[src/rtl/onehot_req_arbiter.sv]
// onehot_req_arbiter: upstream request-capture stage for the 4-to-2 encoder.
// It detects rising edges on four level request lines and records each one as
// a pending event. It then arbitrates round-robin among the pending events and
// presents a single registered one-hot request through a valid/ready handshake.
module onehot_req_arbiter (
    input  logic       clk,
    input  logic       rst,
    input  logic [3:0] req_in,
    input  logic       ready_in,
    output logic [3:0] onehot_out,
    output logic       valid_out,
    output logic [3:0] pending,
    output logic [3:0] overrun
);

    localparam int unsigned NREQ = 4;

    logic [3:0] req_prev_q, req_prev_d;
    logic [3:0] pending_q,  pending_d;
    logic [3:0] overrun_q,  overrun_d;
    logic [1:0] ptr_q,      ptr_d;
    logic [3:0] onehot_q,   onehot_d;
    logic       valid_q,    valid_d;

    logic [3:0] rise;
    logic       slot_free;
    logic       win_found;
    logic [1:0] win_idx;
    logic [1:0] cand;
    logic [3:0] load_vec;

    // Round-robin search over registered pending, starting at ptr_q.
    always_comb begin
        win_found = 1'b0;
        win_idx   = '0;
        cand      = '0;
        for (int unsigned j = 0; j < NREQ; j++) begin
            cand = ptr_q + 2'(j);
            if (!win_found && pending_q[cand]) begin
                win_found = 1'b1;
                win_idx   = cand;
            end
        end
    end

    // Edge capture, pending/overrun bookkeeping, and output slot loading.
    always_comb begin
        rise       = req_in & ~req_prev_q;
        slot_free  = !valid_q || ready_in;
        load_vec   = '0;
        if (slot_free && win_found) begin
            load_vec[win_idx] = 1'b1;
        end

        req_prev_d = req_in;
        // Clear the loaded bit first, then OR in new rises so that a rise
        // coinciding with its own load stays pending.
        pending_d  = (pending_q & ~load_vec) | rise;
        overrun_d  = overrun_q | (rise & pending_q & ~load_vec);

        onehot_d   = onehot_q;
        valid_d    = valid_q;
        ptr_d      = ptr_q;
        if (slot_free) begin
            onehot_d = load_vec;
            valid_d  = win_found;
            if (win_found) begin
                ptr_d = win_idx + 2'd1;
            end
        end
    end

    // State registers with synchronous active-high reset.
    always_ff @(posedge clk) begin
        if (rst) begin
            req_prev_q <= '0;
            pending_q  <= '0;
            overrun_q  <= '0;
            ptr_q      <= '0;
            onehot_q   <= '0;
            valid_q    <= 1'b0;
        end else begin
            req_prev_q <= req_prev_d;
            pending_q  <= pending_d;
            overrun_q  <= overrun_d;
            ptr_q      <= ptr_d;
            onehot_q   <= onehot_d;
            valid_q    <= valid_d;
        end
    end

    assign onehot_out = onehot_q;
    assign valid_out  = valid_q;
    assign pending    = pending_q;
    assign overrun    = overrun_q;

endmodule
[config.mk]
export PLATFORM = sky130hd
export DESIGN_NAME = onehot_req_arbiter
export DESIGN_NICKNAME = d
export VERILOG_FILES = /design/src/rtl/onehot_req_arbiter.sv
export SDC_FILE = /design/constraint.sdc
export NUM_CORES = 1
export LEC_CHECK = 0
export CORE_ASPECT_RATIO = 0.8
export CORE_MARGIN = 2
export CORE_UTILIZATION = 46
export DETAILED_ROUTE_END_ITERATION = 8
export PLACE_DENSITY_LB_ADDON = 0.08
export SLEW_MARGIN = 20
export SYNTH_ARGS = -nofsm -noshare
export SYNTH_HDL_FRONTEND = slang
export SYNTH_SLANG_ARGS = --single-unit
[constraint.sdc]
create_clock -name clk -period 2.4 [get_ports clk]
set_input_delay 0.24 -clock clk [delete_from_list [all_inputs] [get_ports clk]]
set_output_delay 0.24 -clock clk [all_outputs]
set_load 0.02 [all_outputs]
[After elaboration in Yosys (flattened, before gate mapping)]
Index checks and enable logic that the tools add are counted.
Storage, ports and cells
  register bits: 19
  bits of input ports: 7
  output and inout port bits: 13
  word-level logic and storage cells: 54
Cells by class
  $add $sub $neg: 4
  order comparisons: 6
  muxes and demuxes: 19
  bitwise operators: 8
  reduce and logical (&&, ||, !) cells: 11
Operators with widths (number)
  bitwise AND 4 bit: 4
  less-than comparator 2 x 3 -> 1 bit (second input constant): 5
  2-to-1 mux 1 bit: 9
  binary-select mux 1 bit (select 2 bit): 4
  2-to-1 mux 2 bit: 4
  inverter 4 bit: 2
  bitwise OR 4 bit: 2
  logical AND 1 bit: 5
  adder 2 x 1 -> 2 bit (second input constant): 2
  adder 2 bit (second input constant): 2
  logical NOT 1 bit: 4
  2-to-1 mux 4 bit: 1
  demux 1 bit (select 2 bit): 1
  >= comparator 2 x 1 -> 1 bit (second input constant): 1
  AND reduction 2 bit: 1
  logical OR 1 bit: 1

[Depth between registers and ports, before layout]
  depth after elaboration: 20
  mapped depth: 8
  depth with buffers taken out: 8

[Least setup slack after synthesis]
OpenSTA, ideal clock, no wires.
  kind: flip-flop to flip-flop
  start point: register pending_q[3] (netlist: pending[3])
  end point: register onehot_q[0] (netlist: onehot_out[0])
  arrival time: 1.742 ns
  data required time: 2.272 ns
  slack: 0.531 ns
  cell stages (with the launch flop): 9
  buffers on the path: 0
  clock period less this slack: 1.869 ns
  cell sequence: dfxtp_1 nand2b_1 a21oi_1 nor4_1 inv_1 ha_1 nand2_1 a2bb2oi_1 nor2_1
Between the ends
  longest elaborated chain between the ends: 17
RTL lines
  start, declared: line 19  | logic [3:0] pending_q, pending_d;
  start signal, assigned: line 84  | pending_q <= pending_d;
  binary-select mux 1 bit (select 2 bit): line 39  | if (!win_found && pending_q[cand]) begin
  2-to-1 mux 1 bit (implied by the code): line 39
  2-to-1 mux 1 bit: line 39
  logical NOT 1 bit: line 39
  logical AND 1 bit: line 39
  2-to-1 mux 1 bit: line 39
  logical NOT 1 bit: line 39
  logical AND 1 bit: line 39
  2-to-1 mux 1 bit: line 39
  logical NOT 1 bit: line 39
  logical AND 1 bit: line 39
  2-to-1 mux 2 bit: line 39
  less-than comparator 2 x 3 -> 1 bit (implied by the code) or >= comparator 2 x 1 -> 1 bit (tied branches): line 52  | load_vec[win_idx] = 1'b1;
  logical AND 1 bit (implied by the code): line 52
  2-to-1 mux 1 bit (implied by the code): line 52
  demux 1 bit (select 2 bit): line 52
  2-to-1 mux 4 bit *: line 51  | if (slot_free && win_found) begin
  end signal, assigned: line 87  | onehot_q <= onehot_d;
  end, declared: line 22  | logic [3:0] onehot_q, onehot_d;
Every way passes the cells marked *; elsewhere a longest branch is shown, timed or not. The select of a mux whose other input is x is not followed.
A chain may end at the register's enable or synchronous reset.

[Worst setup path after layout]
Ends and elaborated chain as after synthesis.

==> summary.md <==
| Metric | Value |
|---|---|
| Outcome | `finished, final reports clean` |
| Pre-Repair DR Iteration Count | `5` |
| Die area | `0.00210 mm2` |
| CORE AREA | `0.00164 mm2` |
| H-Tree Depth | `1` |
| Starting Density | `49.0%` |
| Filler instances | `141` |
| PwrDens | `737 mW/mm2` |
| Post-CTS setup buffer count | `0` |
| Root Driver | `clkbuf_4` |
| CP bufs+invs | `1` |
| Initial antenna violation count | `0` |
| Max_cap viols | `0` |
| RD Place Congestion | `0.820` |
| Slew @ Worst Pin | `0.702 ns` |
| R2r setup slk | `0.35 ns` |
| Crit path DAT | `2.22 ns` |
| Num CTS Buffers | `3` |
| Main combinational cell family by area after synthesis | `simple AND/OR/NAND/NOR gates` |
| Routed len/inst | `11.9 um` |
| Adder-Cell Fraction of Synth Area | `6.21%` |
| Synth Area in Compound Gates | `18.5%` |
| Critical path's slowest cell | `nor4_1` |
| Most common cell in the netlist | `dfxtp_1` |
| Main area contributors after synthesis | `dfxtp_1, nand2_1, ha_1` |
| CTS Hold Bufs | `0` |
| DIE WIDTH | `50.8 um` |
| Antenna viol nets, final | `0` |
| R2R cell count | `8` |
| Clk_skew | `0.0101 ns` |
| Number of DRC markers in iteration 0 | `16` |
| Grt total ovfl | `0` |
| Worst EP required | `2.57 ns` |
| TritonCTS clock tree | `done` |
| Global Route Usage Sum | `19.0%` |
| Synth Area in Simple Gates | `22.7%` |
| Worst reg2reg endpoint | `onehot_out[0]$_SDFFE_PP0P_` |
| Crit path kind | `register to register` |
| First-pass GRT wire length | `3000 um` |
| Worst stage delay on the critical path | `0.53 ns` |
| Register area share after synthesis | `47.2%` |
| Critical path fanouts, max | `7` |
| Syn Area/Cell | `8.85 um2` |
| Worst-Skew Late Latency | `0.30 ns` |
| Area Overhead vs Synth | `30.3%` |
| Row count | `13` |
| Number of global-route vias before repair | `664` |
| Final Max Slew Viols | `0` |
| Post-DP HPWL | `1130 um` |
| Final WL | `1610 um` |
| Synth warn | `0` |
| Setup TNS | `0 ns` |
| Final period util | `85.5%` |
| Vias | `682` |
| Final Hold Vio Count | `0` |
| Crit path cell chain | `nand2b_1 > a21oi_1 > nor4_1 > inv_1 > ha_1 > nand2_1 > a2bb2oi_1 > nor2_1` |
| Synth Flop Type | `dfxtp_1` |
| Max_slew headroom | `53.1%` |
| Multiplexer share of the synthesized area | `1.24%` |
| CP delay by family, top | `simple AND/OR/NAND/NOR gates` |
| # port buffers | `19` |
| # IOs | `20` |
| Post-synth net total | `102` |
| Hold path cells | `2` |
| Ant. Diodes | `0` |
| Post-synthesis register bit count | `19` |
| Die Span Y | `41.4 um` |
| RSZ-0062 raised after global routing | `no` |
| Worst-path clk slew | `0.11 ns` |
| CP startpoint kind | `register` |
| Largest net degree at the start of global routing | `20` |
| Sink Count | `19` |
| Worst setup EP type | `register` |
| Footprint of the multi-input gates | `392 um2` |
| Post-synth top cells | `dfxtp_1, nand2_1, nor2_1, a21oi_1, inv_1` |
| Worst vdd ir | `0.000521 V` |
| CTS Buffer Depth | `2` |
| Mapped Area | `806 um2` |
| Hold Crit Endpoint | `overrun[2]$_SDFF_PP0_` |
| Cts repair resizes | `0` |
| Share of layout cells above drive strength 1 | `6.19%` |
| Final setup vio count | `0` |
| Yosys top cell by area | `dfxtp_1` |
| Static leakage | `0.422 nW` |
| Hold Crit Class | `register to register` |
| Fin nets | `125` |
| HP Start | `overrun[2]$_SDFF_PP0_` |
| Reg-to-reg startpoint | `pending[3]$_SDFF_PP0_` |
| Synth cell types | `20` |
| Async S/R FF share, synth | `0%` |
| Crit path time final | `2.05 ns` |
| Top-area cell type share of the netlist area | `47.2%` |
| Sequential cell area | `380 um2` |
| Worst hold margin | `0.487 ns` |
| Post-synth EDFFs | `0` |
| Via/cell ratio | `5.05` |
| Worst Setup SP | `pending[3]$_SDFF_PP0_` |
| Cells after Synth | `91` |
| DR DRC count | `0` |
| Synth Area in XOR/XNOR | `0%` |
| Achievable frequency | `487 MHz` |
==> worst register-to-register path, delay by kind of cell, from the launching register on <==
kind / cells / cell delay, ns
buffers and inverters: 1 / 0.14
adder cells (fa/ha/maj): 1 / 0.21
AND/OR/NAND/NOR: 4 / 0.83
flip-flops: 1 / 0.50
AO/OA/AOI/OAI: 2 / 0.23
==> worst max path at each step <==
stage / endpoint / slack, ns / cells past startpoint
5_1_grt: onehot_out[0]$_SDFFE_PP0P_ / 0.06 / 8
3_5_place_dp: onehot_out[2]$_SDFFE_PP0P_ / 0.35 / 8
2_1_floorplan: onehot_out[0]$_SDFFE_PP0P_ / 0.53 / 8
4_1_cts: onehot_out[0]$_SDFFE_PP0P_ / 0.34 / 8
3_3_place_gp: onehot_out[0]$_SDFFE_PP0P_ / 0.47 / 8
6_report: onehot_out[0]$_SDFFE_PP0P_ / 0.35 / 8
==> kinds of logic after synthesis <==
logic type	Yosys count
flops	19
mux	1
simple gates	37
buf+inv	9
fa+ha+maj	4
compound gates	21
==> layout make-up <==
type / count / share of cell area [%]
Clock buffer: 4 / 2.50
Multi-Input combinational cell: 63 / 37.3
Sequential cell: 19 / 36.2
Timing Repair Buffer: 20 / 18.8
Inverter: 7 / 2.50
Tap cell: 22 / 2.62
==> cell usage in the layout (no fill, tap or decap), types with 3 or more instances in the layout <==
cell type / instances
nand2b_1: 3
inv_1: 7
dfxtp_1: 19
ha_1: 4
clkdlybuf4s50_1: 19
clkbuf_4: 3
a2bb2oi_1: 4
nand2_1: 14
nor2_1: 11
a41oi_1: 4
nor2b_1: 5
a21oi_1: 9
==> per-layer routing <==
metal | vias up | track usage, % | routed length [um]
met1 | 306 | 25.3 | 782
met4 | 0 | 8.11 | 34
li1 | 352 | - | -
met3 | 5 | 7.55 | 93
met2 | 19 | 27.4 | 697
met5 | - | 0 | 0
==> sequential cells by signal (all words and copies together) (netlist names) <==
name and cells:
onehot_out 4, overrun 4, pending 4, ptr_q 2, req_prev_q 4, valid_out 1
==> power by group <==
part	switching (mW)	internal [mW]	total, mW
Combinational	0.118	0.112	0.230
Sequential	0.0340	0.347	0.381
Clock	0.0974	0.0649	0.162
Total	0.249	0.524	0.773
==> through the flow <==
step	utilization [%]	area (um2)	setup WS, ns	cells	power [mW]
2_1_floorplan	-	806	0.531	91	0.533
3_3_place_gp	62.3	1020	0.475	131	0.615
3_5_place_dp	62.3	1020	0.355	131	0.618
4_1_cts	63.9	1050	0.335	135	0.782
5_1_grt	63.9	1050	0.0560	135	0.825
6_report	63.9	1050	0.349	135	0.773
(Power assumes the default switching activity.)
